--- src/rtl/piso_serializer.sv ---
// piso_serializer
// Parallel-in/serial-out shifter with a valid/ready load handshake, a
// shift-enable stall input and registered valid/last framing on the serial
// side. Consecutive words stream without a gap when the producer offers the
// next word on the edge that retires the last bit of the current one.

module piso_serializer #(
  parameter int WIDTH     = 8,
  parameter bit LSB_FIRST = 1'b0
) (
  input  logic             clk,
  input  logic             rst_n,
  input  logic             pi_valid,
  output logic             pi_ready,
  input  logic [WIDTH-1:0] pi_data,
  input  logic             shift_en,
  output logic             so,
  output logic             so_valid,
  output logic             so_last,
  output logic             busy
);

  localparam int CW = $clog2(WIDTH);
  localparam logic [CW-1:0] CNT_MAX = CW'(WIDTH - 1);

  localparam logic [0:0] ST_IDLE  = 1'b0;
  localparam logic [0:0] ST_SHIFT = 1'b1;

  logic [0:0]       state_q, state_d;
  logic [WIDTH-1:0] shreg_q, shreg_d;
  logic [CW-1:0]    cnt_q, cnt_d;
  logic             so_q, so_d;
  logic             so_valid_q, so_valid_d;
  logic             so_last_q, so_last_d;
  logic             load_en;
  logic             out_bit;

  // A word is taken only when the handshake completes; a stalled last bit
  // keeps pi_ready low so the producer's word is never captured early.
  assign pi_ready = (state_q == ST_IDLE) || (so_last_q && shift_en);
  assign load_en  = pi_valid && pi_ready;
  assign busy     = (state_q == ST_SHIFT);
  assign so       = so_q;
  assign so_valid = so_valid_q;
  assign so_last  = so_last_q;

  // Next state of the FSM, shift register and bit counter.
  always_comb begin
    state_d = state_q;
    shreg_d = shreg_q;
    cnt_d   = cnt_q;
    case (state_q)
      ST_IDLE: begin
        if (load_en) begin
          shreg_d = pi_data;
          cnt_d   = '0;
          state_d = ST_SHIFT;
        end
      end
      ST_SHIFT: begin
        if (shift_en) begin
          if (cnt_q == CNT_MAX) begin
            if (load_en) begin
              shreg_d = pi_data;
              cnt_d   = '0;
            end else begin
              state_d = ST_IDLE;
            end
          end else begin
            shreg_d = LSB_FIRST ? (shreg_q >> 1) : (shreg_q << 1);
            cnt_d   = cnt_q + 1'b1;
          end
        end
      end
      default: state_d = ST_IDLE;
    endcase
  end

  // Serial-side outputs are precomputed from the next state so they are
  // plain flops; leaving SHIFT forces them low whatever the register holds.
  always_comb begin
    out_bit    = LSB_FIRST ? shreg_d[0] : shreg_d[WIDTH-1];
    so_valid_d = (state_d == ST_SHIFT);
    so_d       = so_valid_d && out_bit;
    so_last_d  = so_valid_d && (cnt_d == CNT_MAX);
  end

  // State registers; reset aborts any word in flight immediately.
  always_ff @(posedge clk or negedge rst_n) begin
    if (!rst_n) begin
      state_q    <= ST_IDLE;
      shreg_q    <= '0;
      cnt_q      <= '0;
      so_q       <= 1'b0;
      so_valid_q <= 1'b0;
      so_last_q  <= 1'b0;
    end else begin
      state_q    <= state_d;
      shreg_q    <= shreg_d;
      cnt_q      <= cnt_d;
      so_q       <= so_d;
      so_valid_q <= so_valid_d;
      so_last_q  <= so_last_d;
    end
  end

endmodule

--- config.mk ---
export PLATFORM = sky130hd
export DESIGN_NAME = piso_serializer
export DESIGN_NICKNAME = d
export VERILOG_FILES = /design/src/rtl/piso_serializer.sv
export SDC_FILE = /design/constraint.sdc
export NUM_CORES = 1
export LEC_CHECK = 0
export BUFFER_PORTS_ARGS = -buffer_cell sky130_fd_sc_hd__buf_2
export CORE_MARGIN = 2
export CORE_UTILIZATION = 54
export CTS_CLUSTER_DIAMETER = 120
export DETAILED_ROUTE_END_ITERATION = 8
export PLACE_DENSITY = 0.8
export SYNTH_ARGS = -nofsm -noshare
export SYNTH_HDL_FRONTEND = slang
export SYNTH_SLANG_ARGS = --single-unit
--- constraint.sdc ---
create_clock -name clk -period 4.9 [get_ports clk]
set_clock_uncertainty 0.15 [all_clocks]
set_input_delay 0.98 -clock clk [delete_from_list [all_inputs] [get_ports clk]]
set_output_delay 0.98 -clock clk [all_outputs]
set_load 0.01 [all_outputs]
==> impl_metrics.tcl, run 1 <==
set metrics [dict create \
    antenna_found_initial 0 \
    setup_tns_ps 0 \
    cpPeakStageDelay_ps 190 \
    synth_area_leaders "dfrtp_1, a221o_2, and2_0, a22o_1, ha_1" \
    crit_fanout 7 \
    crit_chain "buf_2 -> a21boi_2 -> inv_2 -> buf_2" \
    switching_share_pct 34.5 \
    grt_pass1_vias 480 \
    grt_overflow 0 \
    worst_pin_slew_ps 557 \
    clock_path_buffers 2 \
    rsz0062_at_grt "false" \
    met1_usage_pct 28.3 \
    clockRootBuffer "clkbuf_4" \
    vdd_ir_drop_max_mv 0.231 \
    cp_slowest_cell "a21boi_2" \
    period_share_pct 54.1 \
    ant_nets 0 \
    p_leak_nw 0.420 \
    portBuffers 16 \
    pwr-share-comb_pct 41.3 \
    antennaDiodeCount 0 \
    via_count 525 \
    synth-simple-area-share_pct 15.6 \
    ys_seq_elements 14 \
    synth.area.mux_share_pct 1.60 \
    maxCapViolCount 0 \
    hold_viol 0 \
    cts_max_level 1 \
    rows 13 \
    final.setup.worst_slack_ps 2250 \
    hold_buffers 0 \
    met2_usage_pct 27.8 \
    max_slew_margin_pct 62.8 \
    yosysWarnings 0 \
    postSynthCellCount 58 \
    ios 17 \
    crit_path_end_kind "output port" \
    postCtsSetupBuffers 0 \
    p_clk_share_pct 17.3 \
    grt_max_degree 15 \
    yosysTopAreaCell "dfrtp_1" \
    dp_worst_setup_slack_ps 2250 \
    p_sw_mw 0.162 \
    num-nets-final 91 \
    cts_made_buffers 3 \
    syn-num-nets 72 \
    core_mm2 0.00125 \
    hold_class "flip-flop to flip-flop" \
    die_y_um 40.1 \
    post_drt_wl_per_cell_um 13.9 \
    gp_congestion 0.635 \
    path_clk_slew_ps 80 \
    synthDistinctLibCells 27 \
    cts_tree "done" \
    avgViaCountPerCell 5.77 \
    timing.final.crit_period_ps 2650 \
    status "finished clean" \
    synth_compound_gate_area_share_pct 25.2 \
    synthAdderAreaFrac_pct 3.55 \
    n_fill_cell 105 \
    synthToLayoutAreaGrowth_pct 16.5 \
    final_util_pct 65.5 \
    setup_viol 0 \
    busiest_layer "met1" \
    cts.sinks 14 \
    die_area_mm2 0.00161 \
    hpwl_um 913 \
    power.internal_mw 0.308 \
    gr-usage-met3_pct 5.00 \
    critical_path_arrival_ps 1520 \
    worstPathRequired_ps 3770 \
    drv_slew 0 \
    fmax_mhz 377 \
    netlist_area_um2 704 \
    crit_type "input port to output port" \
    avgSynthCellArea_um2 12.1 \
    seq_power_share_pct 41.4 \
    synth_xor_area_share_pct 0 \
    synth_top_family_by_area "compound AO/OA/AOI/OAI gates" \
    cts-resized-gates 0 \
    cpMostUsedCell "buf_2" \
    drc 0 \
    grtUsageTotal_pct 20.7 \
    powerDensity_mw_per_mm2 572 \
    synth_top_area_share_pct 49.7 \
    drt_wl_total_um 1260 \
    drtPass1Iterations 4 \
    die_w_um 40.1 \
    initial_core_util_pct 56.2 \
    grt_pass1_wl_um 2100 \
    synth_seq_area_share_pct 49.7 \
    cp-start-kind "input port" \
    clk_latency_ps 280 \
    drive_above_1_share_pct 40.8 \
    drt_iter0_drc 15 \
    total_power_mw 0.470 \
]
==> metal layers <==
layer | part of all wire, % | routed length [um]
met4 | 1.1 | 14
met2 | 46 | 585
met3 | 6.3 | 79
met1 | 46 | 585
met5 | 0 | 0
==> layout make-up <==
class | instances | area, um2 | share of cell area [%]
timing repair buffer | 16 | 80.1 | 9.76
clock buffer | 4 | 36.3 | 4.42
sequential | 14 | 350 | 42.7
inverter | 3 | 11.3 | 1.37
multi-input combinational | 39 | 324 | 39.5
tap | 15 | 18.8 | 2.29
==> final timing paths <==
| check | endpoint | slack [ps] | from | cells after the start |
|---|---|---|---|---|
| worst max-delay path | pi_ready | 2250 | shift_en | 4 |
| worst min register to register | shreg_q[0] | 360 | shreg_q[0] | 1 |
| worst max register to register | shreg_q[5] | 2890 | cnt_q[0] | 5 |
| min in group asynchronous | so | 430 | rst_n | 1 |
| max in group asynchronous | so_last | 3940 | rst_n | 1 |
| worst min-delay path | shreg_q[0] | 360 | shreg_q[0] | 1 |
==> per-stage QoR <==
step	instance area, um2	instances	hold slack (ps)
floorplan	704	58	316
global placement	785	87	335
detailed placement	785	87	334
CTS	821	91	357
global route	821	91	371
finish	821	91	357
==> cells in the mapped netlist, drive strengths merged <==
cell / instances
a211oi: 2
a21boi: 1
a21oi: 3
a221o: 6
a22o: 3
and2: 7
and2b: 1
and3b: 2
buf: 2
dfrtp: 14
ha: 2
inv: 3
mux2: 1
nand2: 3
nand3: 1
nand3b: 1
o211a: 1
o211ai: 1
o21ai: 1
o31a: 1
or2b: 1
or3: 1
==> power by group through the flow <==
stage	Sequential (mW)	Clock [mW]	Combinational [mW]
4_1_cts	0.194	0.0846	0.195
6_report	0.194	0.0815	0.194
2_1_floorplan	0.194	0	0.149
5_1_grt	0.201	0.0904	0.216
3_5_place_dp	0.196	0	0.192
3_3_place_gp	0.195	0	0.190
==> critical path: cells and delay by family <==
family	cells	cell delay [ps]
buf+inv	3	350
compound gates	1	190
==> registers in the layout (all words and copies together) (netlist names) <==
name,cells
so,1
so_last,1
shreg_q,8
cnt_q,3
so_valid,1
==> logic make-up after synthesis <==
logic type,Yosys count
flops,14
fa+ha+maj,2
simple gates,17
compound gates,19
mux,1
buf+inv,5
==> cells in the final DEF, fill, tap and decap left out, drive strengths merged, types with 2 or more instances in the layout <==
cell / instances
a22o: 3
a221o: 6
clkbuf: 4
nand2: 3
and2: 7
buf: 16
dfrtp: 14
a211oi: 2
inv: 3
and3b: 2
ha: 2
a21oi: 3
No activity file was read; power rests on OpenSTA's default activity.
==> run 2, diff against run 1 <==
CORE_UTILIZATION = 50   (was 54)
PLACE_DENSITY = 0.75   (was 0.8)
clock period = 2.7 ns   (was 4.9 ns; I/O delays follow)
==> run 2 against run 1 <==
Compared with the run above:
- the run now ends with negative hold slack left
- core utilization shrank 3.5 points
- die area is 7.2% higher
- worst setup slack got worse by 1500 ps
- global-route usage decreased by 3.7 points
- register-to-register slack worse by 2200 ps
- clock-buffer cell count down 1
- final cell count shrank 1.1%
- sequential share of layout area up 0.73 points
- critical path type is now flip-flop to flip-flop
==> impl_metrics.tcl, run 2 (synthesis results as in run 1) <==
set metrics [dict create \
    clockRootBuffer "clkbuf_4" \
    worst_pin_slew_ps 569 \
    core_mm2 0.00130 \
    drt_wl_total_um 1260 \
    rsz0062_at_grt "false" \
    gp_congestion 0.770 \
    crit_type "flip-flop to flip-flop" \
    num-nets-final 91 \
    drc 0 \
    drt_iter0_drc 6 \
    total_power_mw 0.817 \
    die_y_um 41.5 \
    dp_worst_setup_slack_ps 706 \
    portBuffers 16 \
    drive_above_1_share_pct 40.0 \
    die_area_mm2 0.00173 \
    power.internal_mw 0.528 \
    top_register "shreg_q" \
    hold_viol 14 \
    grtUsageTotal_pct 17.0 \
    postCtsSetupBuffers 0 \
    worstPathRequired_ps 2710 \
    synthToLayoutAreaGrowth_pct 14.6 \
    critical_path_arrival_ps 2000 \
    cts_max_level 1 \
    hold_buffers 0 \
    rows 13 \
    status "finished, violations left" \
    seq_power_share_pct 43.2 \
    antennaDiodeCount 0 \
    timing.final.crit_period_ps 2000 \
    violations "negative hold slack" \
    via_count 513 \
    top_regs "shreg_q x8, cnt_q x3" \
    setup_viol 0 \
    ios 17 \
    p_sw_mw 0.289 \
    hpwl_um 969 \
    crit_path_end_kind "flip-flop" \
    maxCapViolCount 0 \
    cts_tree "done" \
    drtPass1Iterations 3 \
    fmax_mhz 501 \
    period_share_pct 73.9 \
    avgViaCountPerCell 5.70 \
    cts-resized-gates 0 \
    timing.hold.ws_ps -9.27 \
    crit_fanout 12 \
    antenna_found_initial 0 \
    grt_pass1_vias 507 \
    max_slew_margin_pct 62.0 \
    post_drt_wl_per_cell_um 14.0 \
    layout_common_cells "buf_2, dfrtp_1, and2_0, a221o_2" \
    setup_tns_ps 0 \
    clk_latency_ps 270 \
    grt_overflow 0 \
    final_util_pct 62.0 \
    vdd_ir_drop_max_mv 0.459 \
    pwr-share-comb_pct 42.9 \
    switching_share_pct 35.4 \
    grt_max_degree 15 \
    hold_class "input port to asynchronous set/reset pin" \
    final_common_cell "buf_2" \
    grt_pass1_wl_um 2230 \
    clock_path_buffers 2 \
    path_clk_slew_ps 80 \
    largest_reg_flops 8 \
    p_clk_share_pct 13.9 \
    cts.sinks 14 \
    cp-start-kind "flip-flop" \
    initial_core_util_pct 54.1 \
    p_leak_nw 0.413 \
    final.setup.worst_slack_ps 705 \
    die_w_um 41.5 \
    drv_slew 0 \
    cts_made_buffers 3 \
    ant_nets 0 \
    powerDensity_mw_per_mm2 1010 \
]
==> run 2: layout make-up <==
type,count,area [um2]
timing repair buffer,16,80.1
clock buffer,3,22.5
inverter,3,11.3
fill,101,494
sequential,14,350
tap,15,18.8
multi-input combinational,39,324
==> run 2: metrics by stage <==
stage	area (um2)	hold slack [ps]	instances
after detailed placement	785	302	87
after global placement	785	296	87
after CTS	807	1.54	90
final	807	-9.27	90
after floorplan	704	94.4	58
after global routing	807	9.47	90
==> run 2: worst paths after layout <==
check | cells after the start | from | slack, ps | endpoint
setup / recovery | 5 | cnt_q[0] | 700 | shreg_q[2]
hold / removal | 1 | rst_n | -9 | so
setup reg to reg | 5 | cnt_q[0] | 700 | shreg_q[2]
hold reg to reg | 1 | shreg_q[0] | 360 | shreg_q[0]
max in group asynchronous | 1 | rst_n | 2180 | cnt_q[2]
min in group clk | 2 | pi_data[0] | 340 | shreg_q[0]
==> run 2: critical path: stages, from the launching register on <==
cell and delay, ps:
dfrtp_1 410, ha_1 210, ha_1 230, and3b_4 400, a21oi_4 80, a221o_2 400
==> run 2: power groups by stage <==
stage	sequential [mW]	combinational [mW]	clock, mW
after floorplan	0.352	0.271	0
final	0.353	0.351	0.114
after CTS	0.353	0.356	0.116
after detailed placement	0.356	0.356	0
after global routing	0.363	0.391	0.130
after global placement	0.357	0.343	0
==> run 2: layer usage <==
| layer | track usage (%) | vias to the layer above | wire (um) |
|---|---|---|---|
| met3 | 3.91 | 4 | 74 |
| li1 | - | 254 | - |
| met4 | 10.3 | 0 | 38 |
| met2 | 26.3 | 15 | 593 |
| met1 | 21.5 | 240 | 556 |
| met5 | 0 | - | 0 |
